<file path="config.mk">
export PLATFORM = sky130hd
export DESIGN_NAME = digit_shift_receiver
export DESIGN_NICKNAME = d
export VERILOG_FILES = /design/src/rtl/digit_shift_receiver.sv
export SDC_FILE = /design/constraint.sdc
export NUM_CORES = 1
export LEC_CHECK = 0
export ABC_AREA = 1
export BUFFER_PORTS_ARGS = -buffer_cell sky130_fd_sc_hd__clkbuf_2
export CORE_ASPECT_RATIO = 1.2
export CORE_UTILIZATION = 45
export DETAILED_ROUTE_END_ITERATION = 12
export SETUP_SLACK_MARGIN = 0.02
export SYNTH_ARGS = -nofsm -noshare
export SYNTH_HDL_FRONTEND = slang
export SYNTH_SLANG_ARGS = --single-unit
</file>
<file path="constraint.sdc">
create_clock -name clk -period 2.2 [get_ports clk]
set_clock_uncertainty 0.05 [all_clocks]
set_input_delay 0.55 -clock clk [delete_from_list [all_inputs] [get_ports clk]]
set_output_delay 0.55 -clock clk [all_outputs]
set_load 0.03 [all_outputs]
</file>
<file path="src/rtl/digit_shift_receiver.sv">
// Serial seven-segment frame receiver: synchronizes an external shift clock,
// latch strobe and data line, then decodes each latched digit to BCD.
module digit_shift_receiver #(
    parameter int unsigned NUM_DIGITS     = 6,
    parameter int unsigned BITS_PER_DIGIT = 8
) (
    input  logic                                 clk,
    input  logic                                 rst_n,
    input  logic                                 en,
    input  logic                                 ext_clk,
    input  logic                                 ext_latch,
    input  logic                                 serial_in,
    output logic [BITS_PER_DIGIT*NUM_DIGITS-1:0] digit_segs,
    output logic [4*NUM_DIGITS-1:0]              digit_bcd,
    output logic [NUM_DIGITS-1:0]                digit_dp,
    output logic [NUM_DIGITS-1:0]                digit_blank,
    output logic [NUM_DIGITS-1:0]                decode_err,
    output logic                                 frame_valid,
    output logic                                 frame_err
);

    localparam int unsigned FRAME_BITS = BITS_PER_DIGIT * NUM_DIGITS;
    localparam int unsigned CNT_W      = 6;
    localparam logic [CNT_W-1:0] CNT_MAX = '1;

    logic [1:0]            clk_sync;
    logic [1:0]            latch_sync;
    logic [1:0]            data_sync;
    logic                  clk_dly;
    logic                  latch_dly;
    logic [FRAME_BITS-1:0] shift_q;
    logic [CNT_W-1:0]      cnt_q;

    logic                  shift_c;
    logic                  latch_c;
    logic [FRAME_BITS-1:0] shift_next_c;
    logic [CNT_W-1:0]      cnt_next_c;
    logic [5:0]            dec_c;
    logic [4*NUM_DIGITS-1:0] bcd_c;
    logic [NUM_DIGITS-1:0] dp_c;
    logic [NUM_DIGITS-1:0] blank_c;
    logic [NUM_DIGITS-1:0] err_c;

    // Segment pattern to {blank, err, bcd}; dp is excluded by the caller.
    function automatic logic [5:0] decode_led(input logic [6:0] led);
        case (led)
            7'h3F:        return {2'b00, 4'd0};
            7'h06:        return {2'b00, 4'd1};
            7'h5B:        return {2'b00, 4'd2};
            7'h4F:        return {2'b00, 4'd3};
            7'h66:        return {2'b00, 4'd4};
            7'h6D:        return {2'b00, 4'd5};
            7'h7D, 7'h7C: return {2'b00, 4'd6};
            7'h07:        return {2'b00, 4'd7};
            7'h7F:        return {2'b00, 4'd8};
            7'h6F, 7'h67: return {2'b00, 4'd9};
            7'h00:        return {2'b10, 4'hF};
            default:      return {2'b01, 4'hF};
        endcase
    endfunction

    assign shift_c = en & clk_sync[1] & ~clk_dly;
    assign latch_c = en & latch_sync[1] & ~latch_dly;

    // A shift in the latch cycle lands first so the latch sees that bit.
    always_comb begin
        shift_next_c = shift_q;
        cnt_next_c   = cnt_q;
        if (shift_c) begin
            shift_next_c = {shift_q[FRAME_BITS-2:0], data_sync[1]};
            if (cnt_q != CNT_MAX) begin
                cnt_next_c = cnt_q + CNT_W'(1);
            end
        end
    end

    always_comb begin
        dec_c   = '0;
        bcd_c   = '0;
        dp_c    = '0;
        blank_c = '0;
        err_c   = '0;
        for (int k = 0; k < NUM_DIGITS; k++) begin
            dec_c          = decode_led(shift_next_c[BITS_PER_DIGIT*k +: 7]);
            bcd_c[4*k +: 4] = dec_c[3:0];
            err_c[k]       = dec_c[4];
            blank_c[k]     = dec_c[5];
            dp_c[k]        = shift_next_c[BITS_PER_DIGIT*k + 7];
        end
    end

    // Synchronizers and edge flops run regardless of en so re-enabling never
    // produces a stale edge.
    always_ff @(posedge clk or negedge rst_n) begin
        if (!rst_n) begin
            clk_sync   <= '0;
            latch_sync <= '0;
            data_sync  <= '0;
            clk_dly    <= 1'b0;
            latch_dly  <= 1'b0;
        end else begin
            clk_sync   <= {clk_sync[0], ext_clk};
            latch_sync <= {latch_sync[0], ext_latch};
            data_sync  <= {data_sync[0], serial_in};
            clk_dly    <= clk_sync[1];
            latch_dly  <= latch_sync[1];
        end
    end

    always_ff @(posedge clk or negedge rst_n) begin
        if (!rst_n) begin
            shift_q     <= '0;
            cnt_q       <= '0;
            digit_segs  <= '0;
            digit_bcd   <= '1;
            digit_dp    <= '0;
            digit_blank <= '1;
            decode_err  <= '0;
            frame_valid <= 1'b0;
            frame_err   <= 1'b0;
        end else begin
            shift_q     <= shift_next_c;
            frame_valid <= latch_c;
            if (latch_c) begin
                cnt_q       <= '0;
                digit_segs  <= shift_next_c;
                digit_bcd   <= bcd_c;
                digit_dp    <= dp_c;
                digit_blank <= blank_c;
                decode_err  <= err_c;
                frame_err   <= (32'(cnt_next_c) != FRAME_BITS);
            end else begin
                cnt_q <= cnt_next_c;
            end
        end
    end

endmodule

</file>
Yosys cells after proc, flatten, opt, wreduce, memory -nomap -nowiden:

Cells that the tools add are included.

* bits in latches: 0
* register bits after elaboration: 154
* bits of input ports: 6
* memory bits (writable): 0
* memories kept: 0
* bits in read-only memories: 0
* output and inout port bits: 92
* logic and storage cells: 123

* reductions and logical operators: 18
* mux-type cells: 10
* bitwise logic cells: 6
* magnitude comparators: 0
* shifts and indexed selects: 0
* $mul: 0
* divide/modulo/power cells: 0
* equality and inequality tests: 74
* add/subtract/negate cells: 1

Operators by type and width (count)
* case mux 6 bit (11 select lines): 6
* equality test 7 bit, second input constant: 54
* equality test 7 x 3 -> 1 bit, second input constant: 12
* two-way mux 48 bit: 1
* equality test 7 x 6 -> 1 bit, second input constant: 6
* logical NOT 7 bit: 6
* OR reduction 2 bit: 12
* two-way mux 6 bit: 3
* inequality test 6 bit, second input constant: 2
* adder 6 x 1 -> 6 bit, second input constant: 1
* bitwise AND 1 bit: 4
* inverter 1 bit: 2

Longest topological paths before layout:

* depth in word-level cells: 6
* gate-level depth with buffers: 16
* depth with buffers taken out: 14

Worst setup path after synthesis:

No wires, ideal clock.

* path type: in2reg
* from: input port en
* to: register digit_bcd[4]
* setup time: 76 ps
* path slack: 151 ps
* arrival: 1923 ps
* required time: 2074 ps
* stages on the path: 15
* buffers on the path: 2
* cell sequence: buf_2 > nand2_1 > nor2_4 > buf_2 > nand2_1 > nand2_1 > nand2_1 > nor2_1 > nand2_1 > nand3_1 > nor2_1 > nand2_2 > nand2_1 > nand2_1 > nand2_1

* word-level cells in the longest chain between the ends: 6
* elaborated cells between the ends (all ways): 21
* classes of those cells: eq/ne: 12; mux: 2; bitwise: 4; reduce/logical: 3

RTL lines
* start: declaration: RTL line 9 `input logic en,`
* bitwise AND 1 bit (2 in a row): RTL line 62 `assign shift_c = en & clk_sync[1] & ~clk_dly;`
* two-way mux 48 bit: RTL line 69 `if (shift_c) begin`
* equality test 7 bit: RTL line 46 `case (led)`
* OR reduction 2 bit: RTL line 46
* case mux 6 bit (11 select lines): RTL line 46
* end signal: assignment: RTL line 115 `digit_bcd <= '1;`
* end signal: assignment: RTL line 127 `digit_bcd <= bcd_c;`
* end: declaration: RTL line 14 `output logic [4*NUM_DIGITS-1:0] digit_bcd,`

Parallel ways exist; a longest one is shown, timed or not.
A chain may end at the register's enable or synchronous reset.

Worst setup path after layout:

* from: register clk_sync[1]
* to: register digit_bcd[14]

* word-level cells in the longest chain between the ends: 6
* elaborated cells between the ends (all ways): 19
* classes of those cells: eq/ne: 12; mux: 2; bitwise: 2; reduce/logical: 3

RTL lines
* start: declaration: RTL line 26 `logic [1:0] clk_sync;`
* start signal: assignment: RTL line 102 `clk_sync <= {clk_sync[0], ext_clk};`
* bitwise AND 1 bit (*) (2 in a row): RTL line 62
* two-way mux 48 bit (*): RTL line 69
* via shift_next_c[26]: RTL line 36 `logic [FRAME_BITS-1:0] shift_next_c;`
* equality test 7 bit: RTL line 46
* OR reduction 2 bit: RTL line 46
* case mux 6 bit (11 select lines) (*): RTL line 46

Mark *: on every way through the listed nets, which the timed path passes. The rest lies on a longest branch.

==> key figures <==
Die
  – Full die area: 0.0173 mm2
  – Initial core utilization: 0.462
  – Core footprint: 0.0163 mm2
  – # rows: 51
  – Die W: 120 um
  – Die Y: 144 um
  – I/O Pins: 98

Logic synthesis
  – Largest cells by area after synthesis: dfrtp_1, nand2_1, dfstp_2, nor2_1, o21ai_0
  – Synth Warn #: 0
  – Dominant cell type by area after synthesis: dfrtp_1
  – Cell count after synthesis: 1066
  – Synthesized area: 0.00754 mm2
  – Flops & latches, synth: 148
  – Mean Syn Cell Area: 7.08 um2
  – Syn nets: 1073
  – Register area share after synthesis: 0.496
  – Yosys cell types: 27
  – Post-synth top area share: 0.391

STA
  – Final worst slack: 0.172 ns
  – Fmax: 0.493 GHz
  – Relative max-transition margin: 0.681
  – Fin. Hold Viols: 0
  – RSZ-0062 raised after global routing: true
  – Tightest Pin Transition: 0.478 ns
  – Final slew viol count: 0
  – Setup-failing EPs final: 0
  – Minimum clock period: 2.03 ns
  – Hold Worst Slack: 0.0267 ns
  – Final worst-path cycle share: 0.922

Global routing
  – GR Overflow Total: 0
  – Largest net degree at the start of global routing: 47
  – Initial antenna violation count: 0
  – Global-route wire length before repair: 30300 um
  – Vias in the first global route: 6499
  – Gr usage total: 0.218

CTS
  – # H-tree levels: 4
  – CTS clock-pin slew for the worst setup and hold paths: 0.06 ns
  – Number of buffers created by CTS: 17
  – Worst skew pair latency: 0.41 ns
  – Hold Buf Count CTS: 0
  – Clock buffer depth: 2
  – CTS tree: done
  – Root buffer cell: clkbuf_16
  – # clock sinks: 148

Power and ir drop
  – Pwr dens: 1040 mW/mm2
  – VDD IR max: 0.548 mV
  – Switching pwr: 0.00363 W
  – Power share of the clock group: 0.307
  – Switching share of power: 0.360
  – Internal: 0.00645 W
  – Part of the power in registers: 0.369
  – Comb pwr share: 0.323
  – P_leak: 5.23 nW

Route
  – Via/cell ratio: 4.74
  – Drt initial violations: 299
  – Antenna-violating nets left: 0
  – WL final: 17800 um
  – Number of remaining DRC errors: 0
  – Per-cell routed wire length: 12.1 um
  – Vias: 6947
  – DR pass1 iterations: 5

Critical path
  – FF-to-FF End: digit_bcd[14]$_DFFE_PN1P_
  – CP max-delay cell: dfrtp_2
  – Setup CP Type: reg2reg
  – CP Capture Point: digit_bcd[14]$_DFFE_PN1P_
  – Cell class contributing the biggest share of worst-path delay: simple AND/OR/NAND/NOR gates
  – Crit path top cell by count: nand2_1
  – CP max FO: 13
  – Worst path max stage delay: 0.41 ns
  – Worst Path Required: 2.50 ns
  – Crit path launch: clk_sync[1]$_DFF_PN0_
  – Critical path buffers and inverters: 1
  – Worst-path cell chain: nand2_1, nor2_4, buf_4, nand2_1, nand2_1, nand2_1, nor3_1, nor2_2, nand3_2, nand2_1, nand2_1, nand2_1
  – CP arrival: 2.33 ns
  – R2R depth: 12
  – Stages on worst setup path: 12
  – Crit. End Element: register
  – Crit path launch type: register
  – Reg2reg start: clk_sync[1]$_DFF_PN0_
  – R2R Setup Slk: 0.17 ns

Layout
  – Most frequent cells in the layout: nand2_1, nor2_1, dfrtp_1
  – N_diodes: 0
  – FILL cells: 1568
  – Multi-input logic area: 0.00337 mm2
  – Fin util: 0.594
  – Share of layout cells above drive strength 1: 0.241
  – Register Area: 0.00374 mm2
  – Area delta synth->final: 28.5%
  – Commonest non-fill, non-tap cell in the layout: nand2_1
  – Final net count: 1247

Placed design
  – Post-place setup slack: -0.128 ns
  – HPWL Detailed: 12500 um
  – Final Wtd Congestion: 0.829
  – Port bufs: 97

Run
  – Max-cap violations: 0

Outcome
  – Status: completed

Hold path
  – Worst Hold Class: in2async
-- worst min-delay path by stage --
stage	start	end	slack, ns	cells past startpoint
final	rst_n	decode_err[1]$_DFFE_PN0P_	0.03	1
after detailed placement	latch_sync[0]$_DFF_PN0_	latch_sync[1]$_DFF_PN0_	0.28	0
after global placement	latch_sync[0]$_DFF_PN0_	latch_sync[1]$_DFF_PN0_	0.28	0
after global routing	rst_n	decode_err[1]$_DFFE_PN0P_	0.06	1
after floorplan	rst_n	clk_dly$_DFF_PN0_	0.20	0
after CTS	rst_n	decode_err[1]$_DFFE_PN0P_	0.03	1
-- per-layer routing --
metal / part of all wire / global-route usage
met1: 0.46 / 0.280
met2: 0.49 / 0.375
met3: 0.033 / 0.0357
met4: 0.010 / 0.0632
met5: 0 / 0
-- state kept, by name, summed over array words and instances (netlist names) --
signal	count
digit_blank	6
clk_dly	1
latch_dly	1
cnt_q	6
latch_sync	2
clk_sync	2
shift_q	48
decode_err	6
frame_err	1
digit_segs	48
data_sync	2
frame_valid	1
digit_bcd	24
-- power groups by stage --
stage	sequential (W)	combinational [W]	clock (W)
CTS	0.00372	0.00327	0.00317
floorplan	0.00445	0.00138	0
global route	0.00379	0.00366	0.00326
global placement	0.00376	0.00323	0
finish	0.00372	0.00326	0.00310
detailed placement	0.00376	0.00325	0
-- cell type report --
class | count | share of cell area
flip-flops and latches | 148 | 0.386
multi-input cells | 801 | 0.348
repair buffers | 201 | 0.146
clock buffers | 19 | 0.0467
inverters | 71 | 0.0277
well taps | 212 | 0.0274
clock inverters | 13 | 0.0186
-- stage by stage --
stage	area (um2)	cells	power, W	TNS [ns]
detailed placement	8970	1431	0.00701	-1.49
global route	9700	1465	0.0107	-0.000353
finish	9700	1465	0.0101	0
CTS	9600	1463	0.0102	0
global placement	8970	1431	0.00699	-1.08
floorplan	7540	1066	0.00583	0
-- cell families (layout without fill, tap and decap cells) --
group	Yosys count	count (layout)	share of synthesized area
AO/OA/AOI/OAI	74	74	0.0498
XOR/XNOR	3	3	0.00348
adder cells (fa/ha/maj)	1	1	0.00166
buffers and inverters	117	304	0.0657
flip-flops	148	148	0.496
AND/OR/NAND/NOR	723	723	0.384
-- synthesized netlist by cell type --
library cell / number
ha_1: 1
nand4_1: 23
o22ai_1: 2
and3_1: 1
xor2_1: 3
inv_1: 67
nand2_1: 513
clkbuf_1: 23
buf_1: 2
dfrtp_1: 118
nand3_1: 36
nor3_1: 7
o21ai_1: 8
o21ai_0: 56
nor2_1: 123
buf_2: 9
dfstp_2: 30
nor2_2: 6
nor2b_1: 1
buf_4: 12
and2_1: 2
nand3_2: 3
nand2_2: 7
nor2_4: 1
a31oi_1: 2
a21oi_1: 6
inv_2: 4
-- repair_timing --
item / CTS / global route
gates resized for setup: 0 / 25
endpoints found under the setup margin: 0 / 26
buffers inserted: 0 / 2
(Power assumes the default switching activity.)
